### src/rtl/fetch_stage_pkg.sv
// rtl/fetch_stage_pkg.sv - shared fetch-stage types and constants
package fetch_stage_pkg;
    localparam int ADDR_W = 32;
    localparam int WORD_W = 32;

    typedef logic [ADDR_W-1:0] RomAddress;
    typedef logic [WORD_W-1:0] Word;

    // addi x0,x0,0
    localparam Word NOP_INSTR = 32'h0000_0013;

    typedef struct packed {
        RomAddress pc;
        RomAddress next_pc;
        Word       instr;
    } IfIdEntry;
endpackage

### src/rtl/fetch_stage_if.sv
// rtl/fetch_stage_if.sv - IF/ID valid/ready record bus between fetch and decode
interface fetch_stage_if;
    import fetch_stage_pkg::*;

    logic      id_valid;
    logic      id_ready;
    RomAddress id_pc;
    RomAddress id_next_pc;
    Word       id_instr;

    modport master (
        output id_valid, id_pc, id_next_pc, id_instr,
        input  id_ready
    );

    modport slave (
        input  id_valid, id_pc, id_next_pc, id_instr,
        output id_ready
    );
endinterface

### src/rtl/fetch_queue.sv
// rtl/fetch_queue.sv - DEPTH-entry synchronous FIFO of IF/ID records
module fetch_queue
    import fetch_stage_pkg::*;
#(
    parameter int DEPTH = 2
) (
    input  logic                   clk,
    input  logic                   reset,
    input  logic                   clear,
    input  logic                   enq,
    input  IfIdEntry               enq_data,
    input  logic                   deq,
    output IfIdEntry               head,
    output logic [$clog2(DEPTH):0] count
);
    localparam int PTR_W = $clog2(DEPTH);

    IfIdEntry         mem [DEPTH];
    logic [PTR_W-1:0] rd_ptr;
    logic [PTR_W-1:0] wr_ptr;

    // DEPTH is a power of two, so pointers wrap by plain overflow
    always_ff @(posedge clk) begin
        if (reset || clear) begin
            rd_ptr <= '0;
            wr_ptr <= '0;
            count  <= '0;
        end else begin
            if (enq) wr_ptr <= wr_ptr + PTR_W'(1);
            if (deq) rd_ptr <= rd_ptr + PTR_W'(1);
            count <= count + {{PTR_W{1'b0}}, enq} - {{PTR_W{1'b0}}, deq};
        end
    end

    always_ff @(posedge clk) begin
        if (enq && !(reset || clear)) mem[wr_ptr] <= enq_data;
    end

    assign head = mem[rd_ptr];
endmodule

### src/rtl/fetch_stage.sv
// rtl/fetch_stage.sv - instruction fetch: ROM issue with credit control, response queue, flush
module fetch_stage
    import fetch_stage_pkg::*;
#(
    parameter int  DEPTH     = 2,
    parameter Word NOP_INSTR = fetch_stage_pkg::NOP_INSTR,
    parameter int  CNT_W     = 32
) (
    input  logic             clk,
    input  logic             reset,
    input  RomAddress        pc,
    input  RomAddress        pc_plus4,
    output logic             pc_advance,
    output RomAddress        rom_addr,
    output logic             rom_en,
    input  Word              rom_data,
    input  logic             flush,
    fetch_stage_if.master    id,
    output logic [CNT_W-1:0] bubble_count
);
    localparam int QCW = $clog2(DEPTH) + 1;
    localparam int CRW = $clog2(DEPTH) + 2;

    logic [QCW-1:0] q_count;
    IfIdEntry       head;
    IfIdEntry       resp;
    logic           inflight;
    RomAddress      req_pc;
    RomAddress      req_next_pc;
    logic           head_valid;
    logic           deq;
    logic           enq;
    logic [CRW-1:0] credit_used;

    assign head_valid = !reset && (q_count != '0);
    assign deq        = head_valid && id.id_ready && !flush;
    assign enq        = inflight && !flush && !reset;

    // A fetch is issued only if its response is guaranteed a queue slot next cycle
    assign credit_used = CRW'(q_count) + CRW'(inflight) - CRW'(deq);
    assign pc_advance  = !reset && !flush && (credit_used < CRW'(DEPTH));
    assign rom_addr    = pc;
    assign rom_en      = pc_advance;

    assign resp = '{pc: req_pc, next_pc: req_next_pc, instr: rom_data};

    fetch_queue #(.DEPTH(DEPTH)) u_queue (
        .clk      (clk),
        .reset    (reset),
        .clear    (flush),
        .enq      (enq),
        .enq_data (resp),
        .deq      (deq),
        .head     (head),
        .count    (q_count)
    );

    // No issue happens under flush, so the in-flight bit drops and the stale response is ignored
    always_ff @(posedge clk) begin
        if (reset) inflight <= 1'b0;
        else       inflight <= pc_advance;
    end

    always_ff @(posedge clk) begin
        if (pc_advance) begin
            req_pc      <= pc;
            req_next_pc <= pc_plus4;
        end
    end

    always_ff @(posedge clk) begin
        if (reset) begin
            bubble_count <= '0;
        end else if (id.id_ready && !head_valid && !(&bubble_count)) begin
            bubble_count <= bubble_count + CNT_W'(1);
        end
    end

    assign id.id_valid   = head_valid;
    assign id.id_pc      = head_valid ? head.pc      : '0;
    assign id.id_next_pc = head_valid ? head.next_pc : '0;
    assign id.id_instr   = head_valid ? head.instr   : NOP_INSTR;
endmodule

### src/flat_wrapper.sv
// flat-port wrapper written by rule: the top's interface ports become plain ports
module fetch_stage_flat import fetch_stage_pkg::*;
#(
    parameter int  DEPTH     = 2,
    parameter Word NOP_INSTR = fetch_stage_pkg::NOP_INSTR,
    parameter int  CNT_W     = 32
)
  (clk, reset, pc, pc_plus4, pc_advance, rom_addr, rom_en, rom_data, flush, bubble_count, id_id_valid, id_id_pc, id_id_next_pc, id_id_instr, id_id_ready);
  fetch_stage_if id_i ();
  input  logic clk;
  input  logic reset;
  input  RomAddress pc;
  input  RomAddress pc_plus4;
  output logic pc_advance;
  output RomAddress rom_addr;
  output logic rom_en;
  input  Word rom_data;
  input  logic flush;
  output logic [CNT_W-1:0] bubble_count;
  output wire logic [$bits(id_i.id_valid)-1:0] id_id_valid;
  output wire logic [$bits(id_i.id_pc)-1:0] id_id_pc;
  output wire logic [$bits(id_i.id_next_pc)-1:0] id_id_next_pc;
  output wire logic [$bits(id_i.id_instr)-1:0] id_id_instr;
  input wire logic [$bits(id_i.id_ready)-1:0] id_id_ready;
  assign id_id_valid = id_i.id_valid;
  assign id_id_pc = id_i.id_pc;
  assign id_id_next_pc = id_i.id_next_pc;
  assign id_id_instr = id_i.id_instr;
  assign id_i.id_ready = id_id_ready;
  fetch_stage #(.DEPTH(DEPTH), .NOP_INSTR(NOP_INSTR), .CNT_W(CNT_W)) u_core (.clk(clk), .reset(reset), .pc(pc), .pc_plus4(pc_plus4), .pc_advance(pc_advance), .rom_addr(rom_addr), .rom_en(rom_en), .rom_data(rom_data), .flush(flush), .id(id_i), .bubble_count(bubble_count));
endmodule
### config.mk
export PLATFORM = sky130hd
export DESIGN_NAME = fetch_stage_flat
export DESIGN_NICKNAME = d
export VERILOG_FILES = /design/src/rtl/fetch_stage_pkg.sv /design/src/rtl/fetch_stage_if.sv /design/src/rtl/fetch_queue.sv /design/src/rtl/fetch_stage.sv /design/src/flat_wrapper.sv
export SDC_FILE = /design/constraint.sdc
export NUM_CORES = 1
export LEC_CHECK = 0
export ABC_AREA = 1
export CORE_ASPECT_RATIO = 0.75
export CORE_MARGIN = 2
export CORE_UTILIZATION = 57
export CTS_BUF_LIST = sky130_fd_sc_hd__clkbuf_4 sky130_fd_sc_hd__clkbuf_8
export CTS_CLUSTER_SIZE = 25
export DETAILED_ROUTE_END_ITERATION = 10
export HOLD_SLACK_MARGIN = 0.02
export PLACE_DENSITY = 0.87
export SYNTH_ARGS = -nofsm -noshare
export SYNTH_HDL_FRONTEND = slang
export SYNTH_SLANG_ARGS = --single-unit
### constraint.sdc
create_clock -name clk -period 19.86 [get_ports clk]
set_input_delay 3.972 -clock clk [delete_from_list [all_inputs] [get_ports clk]]
set_output_delay 3.972 -clock clk [all_outputs]
set_load 0.005 [all_outputs]
# Word-level counts from Yosys, hierarchy flattened
# Memory sizes are Yosys's and may differ from the RTL's. A register that Yosys moved wholly into a read port is not among the register bits.
# Index checks and enable logic that the tools add are counted.
# word_totals
regBits	101
mem_bits_rw	192
output_inout_bits	163
wordCells	41
n_memories	1
# memory_table
name	depth	width	rd	rd_ports_with_merged_regs	wr	line	rtl
u_core.u_queue.mem	2	96	1	1	1	fetch_queue.sv:18	IfIdEntry mem [DEPTH];
# classes
add_sub_neg	7
magnitude_cmp	1
mux	7
reduce_logical	18
# op_table
operator	n
32-bit two-way mux	3
32-bit by 1-bit adder with 32-bit output (second input constant)	1
32-bit AND reduction	1
1-bit logical AND	10
1-bit zero test	5
1-bit two-way mux	4
2-bit by 1-bit adder with 3-bit output	1
3-bit by 2-bit < comparator with 1-bit output (second input constant)	1
3-bit by 1-bit subtractor with 3-bit output	1
1-bit adder (second input constant)	2
2-bit by 1-bit adder with 2-bit output	1
2-bit nonzero test	1
2-bit by 1-bit subtractor with 2-bit output	1
1-bit logical OR	1

# Longest topological paths before layout
# depth
word_depth	7
ltp_mapped	11
ltp_nobuf	10

# Hierarchy
# From an unflattened synthesis, not the netlist that was laid out.
# unflattened
cells_unflattened	975
hier_area_um2	12383.1
# modules_own_cells
mod	instances	cells_per_inst	area_per_inst_um2	seq_area_each_um2
fetch_queue	1	330	7353.3	5865.6
fetch_stage	1	645	5029.8	2582.5

# Least setup slack after synthesis
# No wires, ideal clock.
# synth_timing
path_kind	in2out
from	input port reset
to	output port rom_en
arrival_ns	8.571
slack_ns	7.317
path_stages	11
path_buffers	2
cell_sequence	clkbuf_1 > nor2_1 > inv_1 > nor2_1 > ha_1 > inv_1 > nand2_1 > fa_1 > nand2_1 > nor2_1 > buf_4
# synth_between
elab_chain_cells	7
# synth_rtl
item	line	rtl
from (decl)	flat_wrapper.sv:11	input logic reset;
1-bit zero test	fetch_stage.sv:35	assign head_valid = !reset && (q_count != '0);
1-bit logical AND	fetch_stage.sv:35	
1-bit logical AND (2 in a row)	fetch_stage.sv:36	assign deq = head_valid && id.id_ready && !flush;
net u_core.deq	fetch_stage.sv:31	logic deq;
3-bit by 1-bit subtractor with 3-bit output	fetch_stage.sv:40	assign credit_used = CRW'(q_count) + CRW'(inflight) - CRW'(deq);
3-bit by 2-bit < comparator with 1-bit output	fetch_stage.sv:41	assign pc_advance = !reset && !flush && (credit_used < CRW'(DEPTH));
1-bit logical AND	fetch_stage.sv:41	
to (decl)	flat_wrapper.sv:16	output logic rom_en;
# The timed path passes the listed nets, and every way through them passes these cells.

# Final worst setup path
# Ends and elaborated chain as after synthesis.

==> impl_metrics.yaml <==
status:
  status: "completed"
place:
  dp_hpwl_um: 17100
  portBuffers: 262
  postPlaceCellArea_um2: 14800
  routabilityCongestion: 0.922
  dpl.cell_count: 1473
critical_path:
  critPathKind: "primary input to output pin"
  cp-end-kind: "output pin"
  worstPathArrival_ps: 7990
  cp.required_ps: 15890
  crit_fanout: 43
  cp-start-kind: "primary input"
layout:
  layout_commonest_cell: "clkdlybuf4s50_1"
  area_growth_pct: 29.5
  regArea_um2: 8450
  final_cell_mix: "clkdlybuf4s50_1, edfxtp_1, nand2_1"
  nFillCells: 1318
  layout.nets: 1337
  stdcell_count: 1556
  layout-drive-gt1-share_pct: 15.7
  fin_area_um2: 15700
  multi_input_area_um2: 2820
clock_network:
  cts_tree: "yes"
  cts_root_buffer: "clkbuf_8"
  cts-hold-fix-buffers: 0
  post-cts-setup-buffer-count: 0
  clk_path_buf_depth: 3
  numCtsBuffers: 45
  cts_sinks: 294
  clkTransAtPathRegs_ps: 60
  cts_resized: 0
  clock_latency_ps: 530
  cts_max_level: 2
logic_synthesis:
  synthDistinctLibCells: 30
  yosysWarnings: 0
  syn_nets: 1085
  synth.ff_latch_count: 294
  seq_area_frac_synth_pct: 69.5
  yosys-top-cells-area: "edfxtp_1, mux2_2, dfxtp_1"
  synth_top_cell_by_area: "edfxtp_1"
  yosysTopAreaCellShare_pct: 63.3
  syn_inst: 980
  synth.cell_area_um2: 12200
  syn_area_per_cell_um2: 12.4
sta:
  maxSlewHeadroom_pct: 25.3
  fin_crit_ps: 11960
  fmax_ghz: 0.0836
  finalMaxSlewViolations: 0
  worst_slew_pin_slew_ps: 1120
  rsz0062_at_grt: "no"
  fin_setup_tns_ps: 0
  hold_viol_final: 0
  skew_ps: 16.3
  min_period_over_period_pct: 60.2
  finalSetupViolCount: 0
route:
  dr_wl_met3_um: 1990
  drc: 0
  dr.pass1.iters: 5
  met2WireLength_um: 12900
  wirelength_um: 26000
  avgViaCountPerCell: 5.05
  drtIter0Drc: 585
  dr.max_layer_used: "met4"
  ant_nets: 0
  wire_per_inst_um: 16.7
  m1WireLength_um: 10400
  vias: 7860
global_routing:
  overflow: 0
  grt_pass1_wl_um: 39400
  grt_pass1_vias: 7745
  grt_start_max_net_pins: 98
  antenna_found_initial: 0
  gr-usage-all-layers_pct: 22.4
pwr:
  p_total_uw: 1240
  power.density_nw_per_um2: 78.7
  ir_drop_uv: 64.6
  p_leak_uw: 0.00606
floorplan:
  io_pins: 263
  die_x_um: 173
  die-area_um2: 22500
  initial_core_util_pct: 57.8
  core_um2: 21000
  rows: 46
  die_h_um: 130
flow_run:
  maxCapViolations: 0
worst_hold_path:
  hold_class: "flip-flop to flip-flop"
synthesized netlist by cell type (all sizes together):
| master | number |
|---|---|
| a21oi | 26 |
| buf | 51 |
| clkbuf | 13 |
| dfxtp | 38 |
| edfxtp | 256 |
| fa | 1 |
| ha | 4 |
| inv | 135 |
| mux2 | 93 |
| nand2 | 201 |
| nand3 | 30 |
| nand3b | 1 |
| nand4 | 6 |
| nor2 | 106 |
| nor3 | 7 |
| nor3b | 2 |
| o211ai | 3 |
| o21ai | 1 |
| or2 | 2 |
| xnor2 | 1 |
| xor2 | 3 |
state kept, by name, summed over array words and instances (netlist names), named ones only:
signal,cells
u_core.u_queue.mem,192
u_core.bubble_count,32
u_core.req_next_pc,32
u_core.req_pc,32
u_core.u_queue.count,2
u_core.inflight,1
u_core.u_queue.rd_ptr,1
u_core.u_queue.wr_ptr,1
cells by family after synthesis:
family	after synthesis	synth area share, %
buffers and inverters	199	7.49
and+or+nand+nor	355	11.9
xor gates and xnor gates	4	0.288
adders and majority gates	5	0.577
DFF	294	69.5
muxes	93	8.62
AOI/OAI and AO/OA	30	1.58
stage by stage:
| step | hold WS (ps) | setup slack [ps] | util (%) |
|---|---|---|---|
| 4_1_cts | 441 | 7890 | 74.9 |
| 2_1_floorplan | 421 | 7320 | - |
| 3_3_place_gp | 422 | 7970 | 70.5 |
| 6_report | 442 | 7900 | 74.9 |
| 3_5_place_dp | 430 | 7910 | 70.5 |
| 5_1_grt | 450 | 7650 | 74.9 |
critical path, cell delays in order:
cell	delay, ps
clkdlybuf4s50_1	550
nor2_1	260
inv_1	170
nor2_1	190
ha_1	250
inv_1	50
nand2_1	60
fa_1	490
nand2_1	100
nor2_4	620
buf_4	600
clkdlybuf4s50_1	610
per-layer routing:
metal / up-vias / track usage [%]
li1: 3739 / -
met1: 3771 / 28.0
met2: 300 / 38.8
met3: 50 / 5.41
met4: 0 / 8.25
met5: - / 0
area by class of cell:
type / instances / area share, %
antenna: 1 / 0.0159
clock buffer: 67 / 5.06
clock inverter: 15 / 0.771
inverter: 135 / 3.22
multi-input combinational: 487 / 17.9
sequential: 294 / 53.7
tap: 288 / 2.29
timing repair buffer: 269 / 17.0
power breakdown:
group	switching, uW	internal, uW	total, uW
clock network	218	284	502
logic	19.9	30.4	50.4
registers	4.42	682	687
total	242	996	1240
path summary, 6_finish.rpt:
path	from	end	slack, ps	cells past startpoint
worst max register to register	u_core.u_queue.count[1]$_SDFF_PN0_	u_core.req_next_pc[18]$_DFFE_PP_	16270	11
worst min-delay path	u_core.req_next_pc[5]$_DFFE_PP_	u_core.u_queue.mem[0][37]$_DFFE_PP_	440	0
worst min register to register	u_core.req_next_pc[5]$_DFFE_PP_	u_core.u_queue.mem[0][37]$_DFFE_PP_	440	0
worst max-delay path	reset	rom_en	7900	12
(Power assumes the default switching activity.)
